### config.mk
export PLATFORM = sky130hd
export DESIGN_NAME = periph_uart_tx
export DESIGN_NICKNAME = d
export VERILOG_FILES = /design/src/rtl/periph_uart_pkg.sv /design/src/rtl/periph_uart_tx_fifo.sv /design/src/rtl/periph_uart_tx.sv
export SDC_FILE = /design/constraint.sdc
export NUM_CORES = 1
export LEC_CHECK = 0
export BUFFER_PORTS_ARGS = -buffer_cell sky130_fd_sc_hd__buf_2
export CORE_MARGIN = 2
export CORE_UTILIZATION = 28
export DETAILED_ROUTE_END_ITERATION = 12
export PLACE_DENSITY = 0.55
export RECOVER_POWER = 100
export SLEW_MARGIN = 20
export SYNTH_ARGS = -nofsm -noshare
export SYNTH_HDL_FRONTEND = slang
export SYNTH_SLANG_ARGS = --single-unit
### constraint.sdc
create_clock -name clk -period 7.8 [get_ports clk]
set_input_delay 0.39 -clock clk [delete_from_list [all_inputs] [get_ports clk]]
set_output_delay 0.39 -clock clk [all_outputs]
set_load 0.01 [all_outputs]
### src/rtl/periph_uart_pkg.sv
`default_nettype none
// ============================================================================
// Module      : periph_uart_pkg
// Description : Shared definitions for the memory-mapped UART transmitter:
//               register word offsets, STATUS bit positions and the TX FSM
//               state encoding.
// Ports       : none (package)
// Revision    : 1.0 - initial release
// ============================================================================
package periph_uart_pkg;

  // Register word offsets (byte address[3:2])
  localparam logic [1:0] c_addr_data   = 2'd0;
  localparam logic [1:0] c_addr_status = 2'd1;
  localparam logic [1:0] c_addr_baud   = 2'd2;
  localparam logic [1:0] c_addr_rsvd   = 2'd3;

  // STATUS register bit positions
  localparam int c_st_full      = 0;
  localparam int c_st_empty     = 1;
  localparam int c_st_busy      = 2;
  localparam int c_st_overflow  = 3;
  localparam int c_st_idle      = 4;
  localparam int c_st_level_lsb = 8;
  localparam int c_st_level_w   = 4;

  // Transmit FSM states
  typedef enum logic [1:0] {
    ST_IDLE  = 2'd0,
    ST_START = 2'd1,
    ST_DATA  = 2'd2,
    ST_STOP  = 2'd3
  } tx_state_e;

endpackage : periph_uart_pkg
`default_nettype wire

### src/rtl/periph_uart_tx_fifo.sv
`default_nettype none
// ============================================================================
// Module      : uart_tx_fifo
// Description : Synchronous byte FIFO feeding the UART shifter. A push is
//               accepted only when the FIFO is not full at the start of the
//               cycle; a same-cycle pop never frees a slot for it and there
//               is no write-to-read bypass.
// Ports       : clk, reset      - clock, asynchronous active-high reset
//               i_push, i_wdata - write strobe and data
//               i_pop           - read strobe (ignored while empty)
//               o_rdata         - head-of-FIFO data
//               o_full, o_empty - occupancy flags
//               o_level         - entry count, 0..DEPTH
// Revision    : 1.0 - initial release
// ============================================================================
module uart_tx_fifo #(
  parameter  int DEPTH = 8,
  parameter  int WIDTH = 8,
  localparam int AW    = $clog2(DEPTH)
) (
  input  logic             clk,
  input  logic             reset,
  input  logic             i_push,
  input  logic [WIDTH-1:0] i_wdata,
  input  logic             i_pop,
  output logic [WIDTH-1:0] o_rdata,
  output logic             o_full,
  output logic             o_empty,
  output logic [AW:0]      o_level
);

  // Pointers carry an extra wrap bit so full and empty are distinguishable.
  logic [AW:0]      wptr_q, wptr_d;
  logic [AW:0]      rptr_q, rptr_d;
  logic [WIDTH-1:0] mem_q [DEPTH];
  logic [WIDTH-1:0] mem_d [DEPTH];

  logic w_push_ok;
  logic w_pop_ok;

  assign o_empty = (wptr_q == rptr_q);
  assign o_full  = (wptr_q[AW] != rptr_q[AW]) && (wptr_q[AW-1:0] == rptr_q[AW-1:0]);
  assign o_level = wptr_q - rptr_q;
  assign o_rdata = mem_q[rptr_q[AW-1:0]];

  assign w_push_ok = i_push && !o_full;
  assign w_pop_ok  = i_pop && !o_empty;

  always_comb begin
    wptr_d = wptr_q;
    rptr_d = rptr_q;
    mem_d  = mem_q;
    if (w_push_ok) begin
      mem_d[wptr_q[AW-1:0]] = i_wdata;
      wptr_d                = wptr_q + (AW+1)'(1);
    end
    if (w_pop_ok) begin
      rptr_d = rptr_q + (AW+1)'(1);
    end
  end

  always_ff @(posedge clk or posedge reset) begin
    if (reset) begin
      wptr_q <= '0;
      rptr_q <= '0;
      for (int i = 0; i < DEPTH; i++) begin
        mem_q[i] <= '0;
      end
    end else begin
      wptr_q <= wptr_d;
      rptr_q <= rptr_d;
      mem_q  <= mem_d;
    end
  end

endmodule : uart_tx_fifo
`default_nettype wire

### src/rtl/periph_uart_tx.sv
`default_nettype none
// ============================================================================
// Module      : periph_uart_tx
// Description : Memory-mapped 8N1 UART transmitter. Decoded bus commands
//               write DATA/STATUS/BAUD; reads return registered data one
//               cycle later with no wait states. Bytes are buffered in a
//               FIFO and shifted out LSB first on uart_tx.
// Ports       : clk, reset   - clock, asynchronous active-high reset
//               cmd_valid    - command valid and this peripheral selected
//               cmd_wr       - 1 = write, 0 = read
//               cmd_addr     - register word offset
//               cmd_wdata    - write data
//               rsp_rdata    - read data, valid the cycle after a read
//               uart_tx      - serial output, idle high
//               irq_tx_idle  - level: FIFO empty and shifter idle
// Revision    : 1.0 - initial release
// ============================================================================
module periph_uart_tx
  import periph_uart_pkg::*;
#(
  parameter int FIFO_DEPTH      = 8,
  parameter int DIV_BITS        = 16,
  parameter int CLK_DIV_DEFAULT = 434
) (
  input  logic        clk,
  input  logic        reset,
  input  logic        cmd_valid,
  input  logic        cmd_wr,
  input  logic [1:0]  cmd_addr,
  input  logic [31:0] cmd_wdata,
  output logic [31:0] rsp_rdata,
  output logic        uart_tx,
  output logic        irq_tx_idle
);

  localparam int c_aw = $clog2(FIFO_DEPTH);

  // --------------------------------------------------------------------------
  // State
  // --------------------------------------------------------------------------
  tx_state_e           state_q, state_d;
  logic [DIV_BITS-1:0] timer_q, timer_d;
  logic [DIV_BITS-1:0] baud_q, baud_d;
  logic [2:0]          bit_cnt_q, bit_cnt_d;
  logic [7:0]          shift_q, shift_d;
  logic                uart_tx_q, uart_tx_d;
  logic                overflow_q, overflow_d;
  logic [31:0]         rdata_q, rdata_d;

  // --------------------------------------------------------------------------
  // Command decode
  // --------------------------------------------------------------------------
  logic w_wr;
  logic w_rd;
  logic w_wr_data;
  logic w_wr_status;
  logic w_wr_baud;

  assign w_wr        = cmd_valid && cmd_wr;
  assign w_rd        = cmd_valid && !cmd_wr;
  assign w_wr_data   = w_wr && (cmd_addr == c_addr_data);
  assign w_wr_status = w_wr && (cmd_addr == c_addr_status);
  assign w_wr_baud   = w_wr && (cmd_addr == c_addr_baud);

  // --------------------------------------------------------------------------
  // FIFO
  // --------------------------------------------------------------------------
  logic [7:0]  w_fifo_rdata;
  logic        w_fifo_full;
  logic        w_fifo_empty;
  logic [c_aw:0] w_fifo_level;
  logic        w_fifo_pop;

  uart_tx_fifo #(
    .DEPTH (FIFO_DEPTH),
    .WIDTH (8)
  ) u_fifo (
    .clk     (clk),
    .reset   (reset),
    .i_push  (w_wr_data),
    .i_wdata (cmd_wdata[7:0]),
    .i_pop   (w_fifo_pop),
    .o_rdata (w_fifo_rdata),
    .o_full  (w_fifo_full),
    .o_empty (w_fifo_empty),
    .o_level (w_fifo_level)
  );

  // --------------------------------------------------------------------------
  // Status and register writes
  // --------------------------------------------------------------------------
  logic        w_busy;
  logic        w_idle;
  logic [31:0] w_status;
  logic [DIV_BITS-1:0] w_baud_wval;
  logic        w_unused_wdata;

  assign w_busy = (state_q != ST_IDLE);
  assign w_idle = w_fifo_empty && !w_busy;

  always_comb begin
    w_status                = '0;
    w_status[c_st_full]     = w_fifo_full;
    w_status[c_st_empty]    = w_fifo_empty;
    w_status[c_st_busy]     = w_busy;
    w_status[c_st_overflow] = overflow_q;
    w_status[c_st_idle]     = w_idle;
    w_status[c_st_level_lsb +: c_st_level_w] = c_st_level_w'(w_fifo_level);
  end

  // Divisors below 2 would leave no countdown room; clamp to 2.
  assign w_baud_wval = (cmd_wdata[DIV_BITS-1:0] < DIV_BITS'(2)) ? DIV_BITS'(2)
                                                                : cmd_wdata[DIV_BITS-1:0];

  // Upper write-data bits are intentionally ignored.
  assign w_unused_wdata = ^cmd_wdata;

  always_comb begin
    baud_d     = baud_q;
    overflow_d = overflow_q;
    rdata_d    = rdata_q;

    if (w_wr_baud) begin
      baud_d = w_baud_wval;
    end

    // Set has priority over the W1C clear in the same cycle.
    if (w_wr_status && cmd_wdata[c_st_overflow]) begin
      overflow_d = 1'b0;
    end
    if (w_wr_data && w_fifo_full) begin
      overflow_d = 1'b1;
    end

    // Read data reflects pre-update state of the command cycle.
    if (w_rd) begin
      case (cmd_addr)
        c_addr_status: rdata_d = w_status;
        c_addr_baud:   rdata_d = 32'(baud_q);
        default:       rdata_d = '0;
      endcase
    end
  end

  // --------------------------------------------------------------------------
  // Transmit FSM
  // --------------------------------------------------------------------------
  logic                w_bit_done;
  logic [DIV_BITS-1:0] w_reload;

  assign w_bit_done = (timer_q == '0);
  assign w_reload   = baud_q - DIV_BITS'(1);

  always_comb begin
    state_d    = state_q;
    timer_d    = timer_q;
    bit_cnt_d  = bit_cnt_q;
    shift_d    = shift_q;
    uart_tx_d  = uart_tx_q;
    w_fifo_pop = 1'b0;

    case (state_q)
      ST_IDLE: begin
        uart_tx_d = 1'b1;
        if (!w_fifo_empty) begin
          w_fifo_pop = 1'b1;
          shift_d    = w_fifo_rdata;
          timer_d    = w_reload;
          uart_tx_d  = 1'b0;
          state_d    = ST_START;
        end
      end

      ST_START: begin
        if (w_bit_done) begin
          timer_d   = w_reload;
          bit_cnt_d = 3'd0;
          uart_tx_d = shift_q[0];
          state_d   = ST_DATA;
        end else begin
          timer_d = timer_q - DIV_BITS'(1);
        end
      end

      ST_DATA: begin
        if (w_bit_done) begin
          timer_d = w_reload;
          if (bit_cnt_q == 3'd7) begin
            uart_tx_d = 1'b1;
            state_d   = ST_STOP;
          end else begin
            // Shifter drops the bit just sent so the next one sits at [0].
            bit_cnt_d = bit_cnt_q + 3'd1;
            shift_d   = {1'b0, shift_q[7:1]};
            uart_tx_d = shift_q[1];
          end
        end else begin
          timer_d = timer_q - DIV_BITS'(1);
        end
      end

      ST_STOP: begin
        if (w_bit_done) begin
          if (!w_fifo_empty) begin
            // Chain straight into the next frame with no idle gap.
            w_fifo_pop = 1'b1;
            shift_d    = w_fifo_rdata;
            timer_d    = w_reload;
            uart_tx_d  = 1'b0;
            state_d    = ST_START;
          end else begin
            uart_tx_d = 1'b1;
            state_d   = ST_IDLE;
          end
        end else begin
          timer_d = timer_q - DIV_BITS'(1);
        end
      end

      default: begin
        uart_tx_d = 1'b1;
        state_d   = ST_IDLE;
      end
    endcase
  end

  // --------------------------------------------------------------------------
  // Registers
  // --------------------------------------------------------------------------
  always_ff @(posedge clk or posedge reset) begin
    if (reset) begin
      state_q    <= ST_IDLE;
      timer_q    <= '0;
      baud_q     <= DIV_BITS'(CLK_DIV_DEFAULT);
      bit_cnt_q  <= 3'd0;
      shift_q    <= 8'd0;
      uart_tx_q  <= 1'b1;
      overflow_q <= 1'b0;
      rdata_q    <= 32'd0;
    end else begin
      state_q    <= state_d;
      timer_q    <= timer_d;
      baud_q     <= baud_d;
      bit_cnt_q  <= bit_cnt_d;
      shift_q    <= shift_d;
      uart_tx_q  <= uart_tx_d;
      overflow_q <= overflow_d;
      rdata_q    <= rdata_d;
    end
  end

  assign rsp_rdata   = rdata_q;
  assign uart_tx     = uart_tx_q;
  assign irq_tx_idle = w_idle;

endmodule : periph_uart_tx
`default_nettype wire

# Word level (Yosys, flattened, before mapping)
# Index checks and enable logic that the tools add are counted.
[totals]
word_cells = 112
reg_bits = 151
out_inout_bits = 34
in_bits = 38
[classes]
magnitude_cmp = 4
n_bitwise = 2
n_addsub = 6
reduce_logical = 28
n_eq_ne = 15
mux = 39
[op_table]
columns = ["cell", "n"]
rows = [
  ["$bwmux W64", 1],
  ["$mux W16", 4],
  ["$mux W8", 7],
  ["$pmux W16 S3", 1],
  ["$pmux W16 S2", 1],
  ["$sub A16 B1 Y16 const B", 2],
  ["$bmux W8 S3", 1],
  ["$demux W8 S3", 1],
  ["$pmux W8 S3", 1],
  ["$logic_not A16 Y1", 1],
  ["$lt A16 B2 Y1 const B", 1],
  ["$logic_and A1 B1 Y1", 12],
  ["$ne A2 B2 Y1 const B", 6],
  ["$mux W1", 10],
  ["$mux W2", 5],
  ["$mux W3", 3],
  ["$add A4 B1 Y4 const B", 2],
  ["$ge A4 B4 Y1 const B", 2],
  ["$not A3 Y4", 2],
  ["$pmux W2 S4", 1],
  ["$reduce_and A4 Y1", 2],
  ["$eq A2 B2 Y1 const B", 3],
  ["$pmux W3 S2", 1],
  ["$reduce_bool A2 Y1", 3],
  ["other kinds (16)", 21],
]

# Logic depth before layout (Yosys ltp)
# Gate-level depths: netlist (run 1).
[depth]
word_depth = 7
mapped_depth = 10
depth_no_buf = 8

# Hierarchy
# A second synthesis (run 1) with hierarchy kept.
[hier_totals]
cells_unflattened = 660
hier_area_um2 = 7488.4
[modules_own_cells]
columns = ["mod", "cells_each", "seq_area_each_um2", "area_per_inst_um2", "instances"]
rows = [
  ["periph_uart_tx", 424, 1584.0, 4071.4, 1],
  ["uart_tx_fifo", 236, 1801.7, 3417.0, 1],
]

# Worst setup path before layout (run 1)
# OpenSTA, ideal clock, no wires.
[synth_timing]
path_type = "register -> register"
from = "register u_fifo.rptr_q[1]"
to = "register u_fifo.mem_q[24] (netlist name)"
slack_ns = 4.562
required_ns = 7.675
n_path_buf = 2
setup_ns = 0.125
synth_period_minus_slack_ns = 3.238
path_stages_with_launch = 11
t_arrival_ns = 3.113
path_cell_list = "dfrtp_1 > clkbuf_1 > clkbuf_1 > inv_1 > ha_1 > nand3_1 > nor2_1 > nor2_1 > nand2_1 > nor3b_2 > mux2_2"
[synth_between]
elab_chain_len = 4
[synth_rtl]
columns = ["item", "line_no", "source"]
rows = [
  ["start, declared", "periph_uart_tx_fifo.sv:34", "logic [AW:0] rptr_q, rptr_d;"],
  ["start signal, assigned", "periph_uart_tx_fifo.sv:71", "rptr_q <= rptr_d;"],
  ["$eq A3 B3 Y1", "periph_uart_tx_fifo.sv:42", "assign o_full = (wptr_q[AW] != rptr_q[AW]) && (wptr_q[AW-1:0] == rptr_q[AW-1:0]);"],
  ["$logic_and A1 B1 Y1", "periph_uart_tx_fifo.sv:42", ""],
  ["$logic_not A1 Y1", "periph_uart_tx_fifo.sv:46", "assign w_push_ok = i_push && !o_full;"],
  ["$logic_and A1 B1 Y1", "periph_uart_tx_fifo.sv:46", ""],
  ["end signal, assigned", "periph_uart_tx_fifo.sv:72", "mem_q <= mem_d;"],
  ["end, declared", "periph_uart_tx_fifo.sv:35", "logic [WIDTH-1:0] mem_q [DEPTH];"],
]
# No other way between the ends.
# A chain may end at the register's enable or synchronous reset.

# Worst setup path in the final report (run 1)
[layout_timing]
from = "register u_fifo.rptr_q[0]"
to = "register u_fifo.mem_q[43] (netlist name)"
# Same word-level chain as after synthesis.

==> reports/metrics.yaml, run 1 <==
status: "finished with violations"
violated_checks: "capacitance limit, slew limit"
final-hold-violation-count: 0
max_stage_delay_ns: 1.30
ff2ff_setup_slack_ns: 3.28
final_layout_size_suffix_gt1_share_pct: 21.9
wire_per_inst_um: 16.6
max-vdd-ir-drop_mv: 0.195
synthArstFlopShare_pct: 100
post-route-worst-setup-slack_ns: 3.28
p_r_area_growth_vs_syn_pct: 12.4
synth_enable_flop_cells: 0
p_int_mw: 1.93
fin_setup_tns_ns: 0
cts_inserted_buffers: 17
wl_um: 17300
holdCritPathClass: "in2reg"
timing.max_cap.violations: 4
synth-seq-area-share_pct: 46.5
port-buffer-count: 39
cp.required_ns: 8.11
setup-violations-final: 0
clock-root-buffer: "sky130_fd_sc_hd__clkbuf_16"
antenna_cells_inserted: 0
deepest_clock_path_buffer_count: 2
crit_path_cell_trace: "clkbuf_1 -> ha_1 -> nand3_1 -> nor2_1 -> nor2_1 -> nand2_1 -> nor3_1 -> mux2_2"
syn-instance-count: 678
cts_tree: "yes"
route.vias.total: 5158
pwr-share-clk_pct: 24.9
pin_count: 72
pwr-share-comb_pct: 40.0
end_kind: "flop"
power_frac_seq_pct: 35.1
drt.antenna.violating_nets: 0
cpMostUsedCell: "sky130_fd_sc_hd__nor2_1"
grt_max_degree: 77
antenna_found_initial: 0
synth_warnings: 0
cpMaxStageDelayCell: "sky130_fd_sc_hd__nor3_1"
postSynth.topFlopCell: "sky130_fd_sc_hd__dfrtp_1"
portion_of_the_clock_cycle_consumed_by_the_worst_path_in_the_final_layout_pct: 58.0
timing.hold.ws_ns: 0.207
use_met3_pct: 2.95
cts.reportedPaths.clkPinSlew_ns: 0.06
worst_clock_skew_ns: 0.0113
worstSetupStartpointType: "flop"
p_sw_mw: 1.24
postLayoutCellArea_um2: 8190
final_common_cell: "sky130_fd_sc_hd__dfrtp_1"
drc: 0
p_leak_nw: 3.53
starting_density_pct: 28.3
die_y_um: 165
number_of_gates_given_a_new_drive_strength_after_cts: 0
avgSynthCellArea_um2: 10.7
highest_clock_rate_mhz: 221
grt_setup_unrepaired: "no"
globalRoute.busiestLayer: "met2"
global_route.usage.total_pct: 13.4
number_of_nets_in_the_layout: 756
netlist-cell-type-count: 68
drtIter0Drc: 376
worstPathMaxFanout: 20
grtUsageMet2_pct: 22.3
vias_in_the_first_global_route: 5119
finalMaxSlewViolations: 104
floorplan.die_area_um2: 27300
core-area_um2: 25800
hold_buffers: 0
drt_first_pass_iters: 4
placement.setup.worst_slack_ns: 3.99
synth_top_area_cell: "sky130_fd_sc_hd__dfrtp_1"
relSlewSlack_pct: -125
dpl-instance-area_um2: 7700
grt_first_pass_wirelength_um: 28100
hpwlAfterDp_um: 11500
worst-endpoint-arrival_ns: 4.83
place.gp.congestion: 0.773
timing_worst_setup_path_type: "reg2reg"
global_route_track_usage_on_met1_pct: 17.6
cts_setup_buffers: 0
synth_area_um2: 7280
yosys-top-cells-area: "sky130_fd_sc_hd__dfrtp_1 (44%), sky130_fd_sc_hd__mux2_2 (12%), sky130_fd_sc_hd__mux4_2 (4.9%)"
clock_sink_count: 135
route.detailed.vias_per_inst: 4.92
layout.cells.most_common_list: "sky130_fd_sc_hd__dfrtp_1 (129), sky130_fd_sc_hd__nand2_1 (80), sky130_fd_sc_hd__mux2_2 (75)"
cts_max_level: 4
row_count: 59
power_density_over_cell_area_nw_per_um2: 387
worst_pin_slew_ns: 3.35
synth.ff_latch_count: 135
dieWidth_um: 165
synth.top_cell.area_share_pct: 44.3
grt_overflow_total: 0
power.switching_fraction_pct: 39.2
min_period_ns: 4.52
clock_insertion_delay_worst_skew_ns: 0.43
power groups by stage:
stage	clock (mW)	combinational [mW]	sequential, mW
floorplan	0	1.06	1.07
global placement	0	1.28	1.12
detailed placement	0	1.30	1.13
CTS	0.803	1.30	1.11
global route	0.833	1.41	1.15
finish	0.788	1.27	1.11
cell usage after synthesis, types with 3 or more instances:
master,instances
sky130_fd_sc_hd__buf_1,6
sky130_fd_sc_hd__o21ai_1,5
sky130_fd_sc_hd__a31oi_1,6
sky130_fd_sc_hd__nand2b_1,3
sky130_fd_sc_hd__nor4_1,9
sky130_fd_sc_hd__or3_1,6
sky130_fd_sc_hd__dfstp_2,6
sky130_fd_sc_hd__nand3_1,7
sky130_fd_sc_hd__a211oi_1,4
sky130_fd_sc_hd__ha_1,17
sky130_fd_sc_hd__nor3_1,15
sky130_fd_sc_hd__buf_6,3
sky130_fd_sc_hd__xnor2_1,21
sky130_fd_sc_hd__dfrtp_1,129
sky130_fd_sc_hd__o211ai_1,4
sky130_fd_sc_hd__a21o_1,3
sky130_fd_sc_hd__o22ai_1,5
sky130_fd_sc_hd__o31ai_1,3
sky130_fd_sc_hd__mux4_2,16
sky130_fd_sc_hd__a22oi_1,11
sky130_fd_sc_hd__mux2_2,76
sky130_fd_sc_hd__nor2_1,40
sky130_fd_sc_hd__a21oi_1,27
sky130_fd_sc_hd__nand2_1,80
sky130_fd_sc_hd__buf_4,17
sky130_fd_sc_hd__o21ai_0,41
sky130_fd_sc_hd__xor2_1,12
sky130_fd_sc_hd__or4_1,4
sky130_fd_sc_hd__mux2i_1,4
sky130_fd_sc_hd__inv_1,19
sky130_fd_sc_hd__nand4_1,7
sky130_fd_sc_hd__clkbuf_1,28
per-layer routing:
layer / up-vias / wire length [um]
li1: 2460 / -
met4: 0 / 192
met3: 12 / 470
met1: 2617 / 8050
met5: - / 0
met2: 69 / 8630
worst max-delay path: cells and delay by family, from the launching register on:
family / cells / cell delay, ns
multiplexers: 1 / 0.44
AND/OR/NAND/NOR: 5 / 2.14
flip-flops: 1 / 0.32
buffers and inverters: 1 / 1.07
adder cells (fa/ha/maj): 1 / 0.45
per-stage QoR:
stage / std cells / util, % / total power, mW
after floorplan: 693 / - / 2.13
after global routing: 1048 / 31.8 / 3.40
final: 1048 / 31.8 / 3.17
after detailed placement: 1016 / 29.9 / 2.43
after CTS: 1048 / 32.1 / 3.22
after global placement: 1016 / 29.9 / 2.40
path summary, 6_finish.rpt:
kind                                  startpoint                to  depth (start not counted)
worst min register to register        overflow_q        overflow_q                          2
worst max-delay path            u_fifo.rptr_q[0]  u_fifo.mem_q[43]                          8
worst max register to register  u_fifo.rptr_q[0]  u_fifo.mem_q[43]                          8
worst min-delay path               cmd_wdata[13]        baud_q[13]                          2
max in group asynchronous                  reset        timer_q[1]                          3
min in group asynchronous                  reset  u_fifo.mem_q[11]                          2
area by class of cell:
| class | instances | area [um2] |
|---|---|---|
| Tap cell | 335 | 419 |
| Inverter | 20 | 76.3 |
| Clock buffer | 18 | 429 |
| Clock inverter | 14 | 136 |
| Fill cell | 2649 | 17600 |
| Multi-Input combinational cell | 483 | 3550 |
| Sequential cell | 135 | 3390 |
| Timing Repair Buffer | 43 | 193 |
registers in the layout, summed over array words and instances (netlist names), 2 cells and up:
name and cells:
u_fifo.rptr_q 4, rsp_rdata 16, baud_q 16, shift_q 8, state_q 2, bit_cnt_q 3
u_fifo.wptr_q 4, timer_q 16, u_fifo.mem_q 64
cell families (layout without fill, tap and decap cells):
group           after synthesis  count (layout)  synth area share, %
simple gates                186             186                 12.3
fa+ha+maj                    18              18                 3.19
mux                          96              96                 17.2
other cells                   1              16               0.0515
flops                       135             135                 46.5
buf+inv                      75              95                 5.07
xor+xnor                     33              33                 3.97
compound gates              134             134                 11.6
Note: power is estimated with default switching activity, not from simulation.
==> run 2: changes to the inputs <==
==> constraint.sdc (replaced) <==
create_clock -name clk -period 4.6 [get_ports clk]
set_input_delay 0.23 -clock clk [delete_from_list [all_inputs] [get_ports clk]]
set_output_delay 0.23 -clock clk [all_outputs]
set_load 0.01 [all_outputs]
==> run 2 against run 1 <==
Against the previous run: the flow still finishes with violations (capacitance limit, slew limit); sequential cell count stayed put; clock power up 79%; register-to-register slack lost 2.5 ns; core utilization increased by 0.26 points; sequential share of layout area is 0.33 points lower.
==> reports/metrics.yaml, run 2 (synthesis gave the netlist of run 1 again) <==
clock_sink_count: 135  # unchanged
drt_first_pass_iters: 4  # unchanged
cp.required_ns: 4.90  # was 8.11 ns
power_frac_seq_pct: 34.6  # was 35.1%
fillers: 2621  # was 2649
cell_family_contributing_the_most_delay_on_the_critical_path: "simple AND/OR/NAND/NOR gates"  # unchanged
cpMaxStageDelayCell: "sky130_fd_sc_hd__nor3_1"  # unchanged
fin_setup_tns_ns: 0  # unchanged
p_sw_mw: 2.11  # was 1.24 mW
max_stage_delay_ns: 1.12  # was 1.30 ns
power.switching_fraction_pct: 38.7  # was 39.2%
min_period_ns: 3.82  # was 4.52 ns
number_of_gates_given_a_new_drive_strength_after_cts: 0  # unchanged
worst_clock_skew_ns: 0.0101  # was 0.0113 ns
number_of_flip_flops_under_the_largest_register_name: 64  # unchanged
core-area_um2: 25800  # unchanged
grtUsageMet2_pct: 22.1  # was 22.3%
deepest_clock_path_buffer_count: 2  # unchanged
die_y_um: 165  # unchanged
crit_path_cell_trace: "clkinv_1 -> ha_1 -> nand3_1 -> nor2_1 -> nor2_1 -> nand2_1 -> nor3_1 -> mux2_2"  # was clkbuf_1 -> ha_1 -> nand3_1 -> nor2_1 -> nor2_1 -> nand2_1 -> nor3_1 -> mux2_2
drtIter0Drc: 304  # was 376
hpwlAfterDp_um: 11600  # was 11500 um
drt.antenna.violating_nets: 0  # unchanged
global_route_track_usage_on_met1_pct: 17.6  # about the same
timing.max_cap.violations: 1  # was 4
multi_input_gate_area_in_the_final_layout_um2: 3560  # was 3550 um2
antenna_cells_inserted: 0  # unchanged
p_leak_nw: 3.56  # was 3.53 nW
relSlewSlack_pct: -42.7  # was -125%
cts.reportedPaths.clkPinSlew_ns: 0.06  # about the same
power_density_over_cell_area_nw_per_um2: 661  # was 387 nW/um2
hold_buffers: 0  # unchanged
place.gp.congestion: 0.775  # was 0.773
cpMostUsedCell: "sky130_fd_sc_hd__nor2_1"  # unchanged
wire_per_inst_um: 16.3  # was 16.6 um
number_of_nets_in_the_layout: 758  # was 756
final_layout_size_suffix_gt1_share_pct: 22.1  # was 21.9%
cts_tree: "yes"  # unchanged
pwr-share-comb_pct: 39.5  # was 40.0%
buf_inv_on_cp: 1  # unchanged
portion_of_the_clock_cycle_consumed_by_the_worst_path_in_the_final_layout_pct: 83.1  # was 58.0%
grt_overflow_total: 0  # unchanged
fin_total_pwr_mw: 5.45  # was 3.17 mW
timing_worst_setup_path_type: "reg2reg"  # unchanged
cts_inserted_buffers: 17  # unchanged
holdCritPathClass: "in2async"  # was in2reg
drc: 0  # unchanged
setup-violations-final: 0  # unchanged
worstPathMaxFanout: 10  # was 20
worst-endpoint-arrival_ns: 4.12  # was 4.83 ns
highest_clock_rate_mhz: 262  # was 221 MHz
pwr-share-clk_pct: 25.9  # was 24.9%
p_int_mw: 3.34  # was 1.93 mW
grt_setup_unrepaired: "no"  # unchanged
status: "finished with violations"  # unchanged
end_kind: "flop"  # unchanged
finalMaxSlewViolations: 41  # was 104
cts_setup_buffers: 0  # unchanged
route.detailed.vias_per_inst: 4.90  # was 4.92
globalRoute.busiestLayer: "met2"  # unchanged
dieWidth_um: 165  # unchanged
use_met3_pct: 2.97  # was 2.95%
starting_density_pct: 28.3  # unchanged
largest-register: "u_fifo.mem_q"  # unchanged
cts_max_level: 4  # unchanged
route.vias.total: 5149  # was 5158
vias_in_the_first_global_route: 5227  # was 5119
wl_um: 17100  # was 17300 um
antenna_found_initial: 0  # unchanged
seq_area_um2: 3390  # unchanged
violated_checks: "capacitance limit, slew limit"  # unchanged
row_count: 59  # unchanged
final_common_cell: "sky130_fd_sc_hd__dfrtp_1"  # unchanged
clock_insertion_delay_worst_skew_ns: 0.42  # was 0.43 ns
p_r_area_growth_vs_syn_pct: 13.3  # was 12.4%
grt_max_degree: 97  # was 77
global_route.usage.total_pct: 13.4  # about the same
layout.cells.most_common_list: "sky130_fd_sc_hd__dfrtp_1 (129), sky130_fd_sc_hd__nand2_1 (80), sky130_fd_sc_hd__mux2_2 (74)"  # was sky130_fd_sc_hd__dfrtp_1 (129), sky130_fd_sc_hd__nand2_1 (80), sky130_fd_sc_hd__mux2_2 (75)
floorplan.die_area_um2: 27300  # unchanged
pin_count: 72  # unchanged
port-buffer-count: 39  # unchanged
max-vdd-ir-drop_mv: 0.313  # was 0.195 mV
grt_first_pass_wirelength_um: 28300  # was 28100 um
final-hold-violation-count: 0  # unchanged
worstSetupStartpointType: "flop"  # unchanged
clock-root-buffer: "sky130_fd_sc_hd__clkbuf_16"  # unchanged
worst_pin_slew_ns: 2.14  # was 3.35 ns
## run 2: cell types whose count changed in the layout (fill, tap and decap cells not counted), sizes merged
cell,previous run,this run
clkinvlp,2,0
inv,25,27
buf,21,22
bufinv,1,2
## run 2: per-stage QoR
step	util (%)	hold WS (ns)	setup slack [ns]	area [um2]	instances
2_1_floorplan	-	0.363	0.769	7340	693
6_report	32.0	0.00818	0.778	8260	1050
3_3_place_gp	29.9	0.460	1.17	7710	1018
4_1_cts	32.3	0.0418	1.15	8320	1050
5_1_grt	32.0	0.0434	0.455	8260	1050
3_5_place_dp	29.9	0.466	1.16	7710	1018
## run 2: routing by layer
layer	vias up	share of wire (%)	wire length (um)
met5	-	0	0
met4	0	1.4	235
met3	14	3.0	509
met2	73	49	8400
met1	2591	47	8000
li1	2471	-	-
## run 2: worst paths after layout
| kind | from | end | slack, ns | depth (start not counted) |
|---|---|---|---|---|
| max | u_fifo.rptr_q[2] | u_fifo.mem_q[58] | 0.78 | 8 |
| min | reset | u_fifo.mem_q[3] | 0.008 | 2 |
| max reg2reg | u_fifo.rptr_q[2] | u_fifo.mem_q[58] | 0.78 | 8 |
| min reg2reg | rsp_rdata[15] | rsp_rdata[15] | 0.48 | 2 |
| max in group asynchronous | reset | u_fifo.mem_q[36] | 2.04 | 3 |
| min in group clk | cmd_wdata[13] | baud_q[13] | 0.06 | 2 |
## run 2: power by group through the flow
stage	Clock (mW)	Sequential [mW]	Combinational [mW]
finish	1.41	1.89	2.15
global placement	0	1.90	2.18
CTS	1.45	1.89	2.22
detailed placement	0	1.91	2.21
floorplan	0	1.81	1.80
global route	1.51	1.95	2.41
## run 2: area by class of cell
class                   instances  share of cell area [%]
flip-flops and latches        135                    41.0
multi-input cells             483                    43.1
repair buffers                 45                    2.47
clock buffers                  17                    5.15
well taps                     335                    5.08
clock inverters                15                    2.26
inverters                      20                   0.970
